`src/rtl/reg_write_scheduler.sv`:
```
`default_nettype none
// +--------------------------------------------------------------------------------------+
// | reg_write_scheduler: arbitrates WB/INT/DBG onto the register-file write port and      |
// | keeps a RAW pending scoreboard. Optional bypass: define REG_WRITE_BYPASS_EN. Rev 1.0  |
// +--------------------------------------------------------------------------------------+
module reg_write_scheduler #(
  parameter int NUM_REGS     = 11,
  parameter int IDX_W        = 4,
  parameter int DATA_W       = 16,
  parameter int STARVE_LIMIT = 8
) (
  input  logic              clk,
  input  logic              rst,
  input  logic              wb_req,
  input  logic [IDX_W-1:0]  wb_idx,
  input  logic [DATA_W-1:0] wb_data,
  output logic              wb_gnt,
  input  logic              int_req,
  input  logic [IDX_W-1:0]  int_idx,
  input  logic [DATA_W-1:0] int_data,
  output logic              int_gnt,
  input  logic              dbg_req,
  input  logic [IDX_W-1:0]  dbg_idx,
  input  logic [DATA_W-1:0] dbg_data,
  output logic              dbg_gnt,
  input  logic              wb_t_req,
  input  logic              wb_t_val,
  input  logic              claim_valid,
  input  logic [IDX_W-1:0]  claim_idx,
  input  logic              flush,
  input  logic [IDX_W-1:0]  rs_idx,
  input  logic [IDX_W-1:0]  rt_idx,
  input  logic [IDX_W-1:0]  rm_idx,
  output logic              hazard,
  output logic              rf_we_n,
  output logic [IDX_W-1:0]  rf_widx,
  output logic [DATA_W-1:0] rf_wdata,
  output logic              rf_t_we_n,
  output logic              rf_t_val,
  output logic              err_idx,
  output logic              fwd_s_hit,
  output logic              fwd_t_hit,
  output logic              fwd_m_hit,
  output logic [DATA_W-1:0] fwd_s_data,
  output logic [DATA_W-1:0] fwd_t_data,
  output logic [DATA_W-1:0] fwd_m_data
);
  localparam int                 CNT_W          = 8;
  localparam logic [CNT_W-1:0]   C_STARVE_LIMIT = CNT_W'(STARVE_LIMIT);
  localparam logic [IDX_W:0]     C_NUM_REGS     = (IDX_W+1)'(NUM_REGS);

  typedef enum logic [0:0] {ST_NORMAL = 1'b0, ST_DBG_PRIO = 1'b1} state_t;

  state_t              state_q, state_d;
  logic [CNT_W-1:0]    starve_cnt_q, starve_cnt_d;
  logic [NUM_REGS-1:0] pending_q, pending_d;
  logic                rf_we_n_q, rf_we_n_d;
  logic [IDX_W-1:0]    rf_widx_q, rf_widx_d;
  logic [DATA_W-1:0]   rf_wdata_q, rf_wdata_d;
  logic                rf_t_we_n_q, rf_t_we_n_d;
  logic                rf_t_val_q, rf_t_val_d;
  logic                err_idx_q, err_idx_d;

  logic                any_gnt;
  logic [IDX_W-1:0]    sel_idx;
  logic [DATA_W-1:0]   sel_data;

  function automatic logic idx_valid(input logic [IDX_W-1:0] idx);
    return {1'b0, idx} < C_NUM_REGS;
  endfunction

  // Out-of-range indices never match a scoreboard entry, so they read as not pending.
  function automatic logic is_pending(input logic [NUM_REGS-1:0] pend, input logic [IDX_W-1:0] idx);
    logic hit;
    hit = 1'b0;
    for (int i = 0; i < NUM_REGS; i++) begin
      if (idx == IDX_W'(i)) hit = pend[i];
    end
    return hit;
  endfunction

  always_comb begin
    int_gnt = 1'b0;
    wb_gnt  = 1'b0;
    dbg_gnt = 1'b0;
    if (!rst) begin
      if (int_req)                                 int_gnt = 1'b1;
      else if (state_q == ST_DBG_PRIO && dbg_req)  dbg_gnt = 1'b1;
      else if (wb_req)                             wb_gnt  = 1'b1;
      else if (dbg_req)                            dbg_gnt = 1'b1;
    end
  end

  always_comb begin
    any_gnt  = int_gnt | wb_gnt | dbg_gnt;
    sel_idx  = dbg_idx;
    sel_data = dbg_data;
    if (int_gnt) begin
      sel_idx  = int_idx;
      sel_data = int_data;
    end else if (wb_gnt) begin
      sel_idx  = wb_idx;
      sel_data = wb_data;
    end
  end

  always_comb begin
    rf_we_n_d  = 1'b1;
    rf_widx_d  = rf_widx_q;
    rf_wdata_d = rf_wdata_q;
    err_idx_d  = err_idx_q;
    // A bad index is still granted so the requester drains; only the write is suppressed.
    if (any_gnt) begin
      if (idx_valid(sel_idx)) begin
        rf_we_n_d  = 1'b0;
        rf_widx_d  = sel_idx;
        rf_wdata_d = sel_data;
      end else begin
        err_idx_d  = 1'b1;
      end
    end

    rf_t_we_n_d = ~wb_t_req;
    rf_t_val_d  = wb_t_req ? wb_t_val : rf_t_val_q;

    starve_cnt_d = starve_cnt_q;
    if (!dbg_req || dbg_gnt)               starve_cnt_d = '0;
    else if (starve_cnt_q != C_STARVE_LIMIT) starve_cnt_d = starve_cnt_q + 1'b1;

    state_d = state_q;
    case (state_q)
      ST_NORMAL:   if (starve_cnt_q == C_STARVE_LIMIT) state_d = ST_DBG_PRIO;
      ST_DBG_PRIO: if (dbg_gnt)                        state_d = ST_NORMAL;
      default:                                         state_d = ST_NORMAL;
    endcase

    // Clear before set so a same-cycle claim keeps the entry pending.
    pending_d = pending_q;
    for (int i = 0; i < NUM_REGS; i++) begin
      if (wb_gnt && wb_idx == IDX_W'(i))         pending_d[i] = 1'b0;
      if (claim_valid && claim_idx == IDX_W'(i)) pending_d[i] = 1'b1;
    end
    if (flush) pending_d = '0;
  end

  always_ff @(posedge clk or posedge rst) begin
    if (rst) begin
      state_q      <= ST_NORMAL;
      starve_cnt_q <= '0;
      pending_q    <= '0;
      rf_we_n_q    <= 1'b1;
      rf_widx_q    <= '0;
      rf_wdata_q   <= '0;
      rf_t_we_n_q  <= 1'b1;
      rf_t_val_q   <= 1'b0;
      err_idx_q    <= 1'b0;
    end else begin
      state_q      <= state_d;
      starve_cnt_q <= starve_cnt_d;
      pending_q    <= pending_d;
      rf_we_n_q    <= rf_we_n_d;
      rf_widx_q    <= rf_widx_d;
      rf_wdata_q   <= rf_wdata_d;
      rf_t_we_n_q  <= rf_t_we_n_d;
      rf_t_val_q   <= rf_t_val_d;
      err_idx_q    <= err_idx_d;
    end
  end

  assign rf_we_n   = rf_we_n_q;
  assign rf_widx   = rf_widx_q;
  assign rf_wdata  = rf_wdata_q;
  assign rf_t_we_n = rf_t_we_n_q;
  assign rf_t_val  = rf_t_val_q;
  assign err_idx   = err_idx_q;

`ifdef REG_WRITE_BYPASS_EN
  assign fwd_s_hit  = ~rf_we_n_q && (rf_widx_q == rs_idx);
  assign fwd_t_hit  = ~rf_we_n_q && (rf_widx_q == rt_idx);
  assign fwd_m_hit  = ~rf_we_n_q && (rf_widx_q == rm_idx);
  assign fwd_s_data = rf_wdata_q;
  assign fwd_t_data = rf_wdata_q;
  assign fwd_m_data = rf_wdata_q;
`else
  assign fwd_s_hit  = 1'b0;
  assign fwd_t_hit  = 1'b0;
  assign fwd_m_hit  = 1'b0;
  assign fwd_s_data = '0;
  assign fwd_t_data = '0;
  assign fwd_m_data = '0;
`endif

  assign hazard = (is_pending(pending_q, rs_idx) & ~fwd_s_hit) |
                  (is_pending(pending_q, rt_idx) & ~fwd_t_hit) |
                  (is_pending(pending_q, rm_idx) & ~fwd_m_hit);

endmodule
`default_nettype wire

```
`config.mk`:
```
export PLATFORM = sky130hd
export DESIGN_NAME = reg_write_scheduler
export DESIGN_NICKNAME = d
export VERILOG_FILES = /design/src/rtl/reg_write_scheduler.sv
export SDC_FILE = /design/constraint.sdc
export NUM_CORES = 1
export LEC_CHECK = 0
export ABC_AREA = 1
export CORE_MARGIN = 2
export CORE_UTILIZATION = 40
export DETAILED_ROUTE_END_ITERATION = 12
export PLACE_DENSITY = 0.9
export SLEW_MARGIN = 0
export SYNTH_ARGS = -nofsm -noshare
export SYNTH_HDL_FRONTEND = slang
export SYNTH_SLANG_ARGS = --single-unit
```
`constraint.sdc`:
```
create_clock -name clk -period 2.7 [get_ports clk]
set_clock_uncertainty 0.05 [all_clocks]
set_input_delay 0.54 -clock clk [delete_from_list [all_inputs] [get_ports clk]]
set_output_delay 0.54 -clock clk [all_outputs]
set_load 0.05 [all_outputs]
```
==> impl_metrics.ini <==
[drt]
wl_mm = 8.41
wl_per_cell_um = 12.5
ant_nets = 0
firstDrtPassIters = 5
first_iter_violations = 105
vias = 3277
route.detailed.drc = 0
vias_per_cell = 4.88

[hold_path]
hold_start = rf_wdata[7]
hold_path_depth = 2
hold_class = flip-flop to flip-flop
hold-path-endpoint = rf_wdata[7]

[finish]
final_util = 0.559
layout.nets = 656
fin_cells = 672
antenna_cells = 0
multiInputGateArea_mm2 = 0.00160
fill_cells = 755
drive_gt1_frac = 0.0509
seqCellArea_mm2 = 0.00110
design_area_mm2 = 0.00430
synthToLayoutAreaGrowth_pct = 36.1

[die]
coreArea_mm2 = 0.00769
die_w_um = 92.8
rows = 32
die_area_mm2 = 0.00862
start_util = 0.411
ios = 164
die_height_um = 92.8

[sta]
fin_setup_tns_ns = 0
period_minus_slack_ns = 2.55
finalSetupViolations = 0
fmax_mhz = 393
whs_ns = 0.429
fin_crit_sh = 0.943
hold_violations = 0
tightest_slew_ns = 0.557
timing.final.max_slew_violations = 0
slew_headroom = 0.629
rsz0062_at_grt = false

[grt]
grt_pass1_vias = 3090
antenna_found_initial = 0
overflow = 0
grt_max_degree = 45
grt_pass1_wl_mm = 13.3
grt_util_all_layers = 0.190

[setup_path]
crit_type = input port to output pin
path_buf_inv = 3
reg2reg_from = state_q
rrSetupSlack_ns = 0.82
critPathMaxFanout = 4
r2r-end = rf_wdata[0]
crit_chain = clkdlybuf4s50_1 > inv_1 > a21oi_1 > o21ai_0 > a211oi_1 > nor2_1 > nand2_1 > buf_12
cp_data_required_time_ns = 2.11
crit_path_end_kind = output pin
slowest_delay_ns = 0.53
cp_data_arrival_time_ns = 1.96
r2r_cells = 10
critPathLaunchType = input port
worst_path_dominant_cell_family = buffers and inverters
cp_slowest_cell = clkdlybuf4s50_1

[cts]
clk_pin_slew_ns = 0.08
cts-root-buf = clkbuf_8
cts_max_path_buffers = 2
h-tree-depth = 2
cts_tree = done
clock_latency_ns = 0.29
postCtsSetupBuffers = 0
cts_buffers = 5
clock_sinks = 44

[placed_design]
portBuffers = 112
dpl_cell_area_mm2 = 0.00420
dp.final_hpwl_mm = 6.77
dp.cells = 664
gp_congestion = 0.955

[logic_synthesis]
synthCells = 459
syn_area_mm2 = 0.00316
synthTopCellsByArea = dfrtp_1, nand2_1, buf_4
yosys_warnings = 0
yosysTopAreaCellShare = 0.333
ys_seq_elements = 44
syn_area_per_cell_um2 = 6.88
ys_top_cells_by_count = nand2_1, buf_4, inv_1
synth_edf_count = 0
yosysTopAreaCell = dfrtp_1
ys.flop_type = dfrtp_1
synth.distinct_cells = 33
yosysSeqAreaShare = 0.350
ys_async_sr_fraction = 1.00
synthMostInstantiatedCell = nand2_1

[job]
drv_cap = 0

[pwr]
power.leakage_nw = 2.08
ir_worst_vdd_v = 0.000287
p_per_area_mw_per_mm2 = 521

[run_status]
status = complete, no violations
==> final cells by class <==
| type | count | share of cell area |
|---|---|---|
| clock buffer | 7 | 0.0178 |
| clock inverter | 1 | 0.00117 |
| inverter | 46 | 0.0417 |
| multi-input combinational | 354 | 0.373 |
| sequential | 44 | 0.257 |
| tap | 102 | 0.0297 |
| timing repair buffer | 118 | 0.280 |
==> state kept, by name, indices dropped and copies added, names as in the netlist <==
register	cells
rf_wdata	16
pending_q	11
starve_cnt_q	8
rf_widx	4
err_idx	1
rf_t_val	1
rf_t_we_n	1
rf_we_n	1
state_q	1
==> per-layer routing <==
metal  vias up  wire, µm  track usage  share of wire
met1      1494      3200        0.202           0.38
met5         -         0            0              0
met4         0       201       0.0809          0.024
li1       1601         -            -              -
met3        18       682       0.0561          0.081
met2       164      4330        0.347           0.51
==> where the power goes <==
part,internal [mW],switching [mW],total (mW)
sequential,0.747,0.0546,0.801
combinational,0.341,0.704,1.04
clock,0.182,0.211,0.393
total,1.27,0.969,2.24
==> stage by stage <==
| stage | setup slack (ns) | total power [mW] |
|---|---|---|
| 5_1_grt | 0.0240 | 2.35 |
| 2_1_floorplan | 0.199 | 1.54 |
| 4_1_cts | 0.0178 | 2.25 |
| 3_3_place_gp | 0.152 | 1.84 |
| 6_report | 0.153 | 2.24 |
| 3_5_place_dp | 0.0300 | 1.86 |
==> logic make-up (layout without fill, tap and decap cells) <==
group                    Yosys count  in the layout  share of synthesized area
other                              1             51                    0.00119
flip-flops                        44             44                      0.350
AND/OR/NAND/NOR                  226            226                      0.303
AO/OA/AOI/OAI                     75             75                      0.135
adder cells (fa/ha/maj)            2              2                    0.00793
buffers and inverters            111            172                      0.203
==> worst min-delay path: stages (launching register included) <==
cell,delay [ns]
dfrtp_1,0.35
nand2_1,0.05
nand2_1,0.05
==> worst max path at each step <==
stage	slack, ns	to	startpoint	cells after the start
after floorplan	0.20	rf_wdata[0]	rst	12
after global placement	0.15	hazard	rt_idx[0]	8
after detailed placement	0.03	hazard	rt_idx[0]	8
after CTS	0.02	hazard	rt_idx[0]	8
after global routing	0.02	hazard	rt_idx[2]	8
final	0.15	hazard	rt_idx[2]	8
==> placed cells by master, fill, tap and decap left out, types with 4 or more instances in the layout <==
cell,synthesis,final
conb_1,1,51
a21oi_1,26,26
clkdlybuf4s50_1,0,104
inv_1,45,44
nand4_1,5,5
dfrtp_1,42,42
dlymetal6s2s_1,0,4
nor3_1,10,10
nand3_1,34,34
nand2_1,132,132
o21ai_0,23,23
a31oi_1,16,16
clkbuf_8,0,5
nor2_1,35,35
buf_4,54,7
==> what timing repair did <==
| item | CTS | global route |
|---|---|---|
| resized for setup | 0 | 4 |
| endpoints found under the setup margin | 0 | 1 |
| hold buffers | 0 | 0 |
| hold endpoints to repair | 0 | 0 |
No activity file was read; power rests on OpenSTA's default activity.
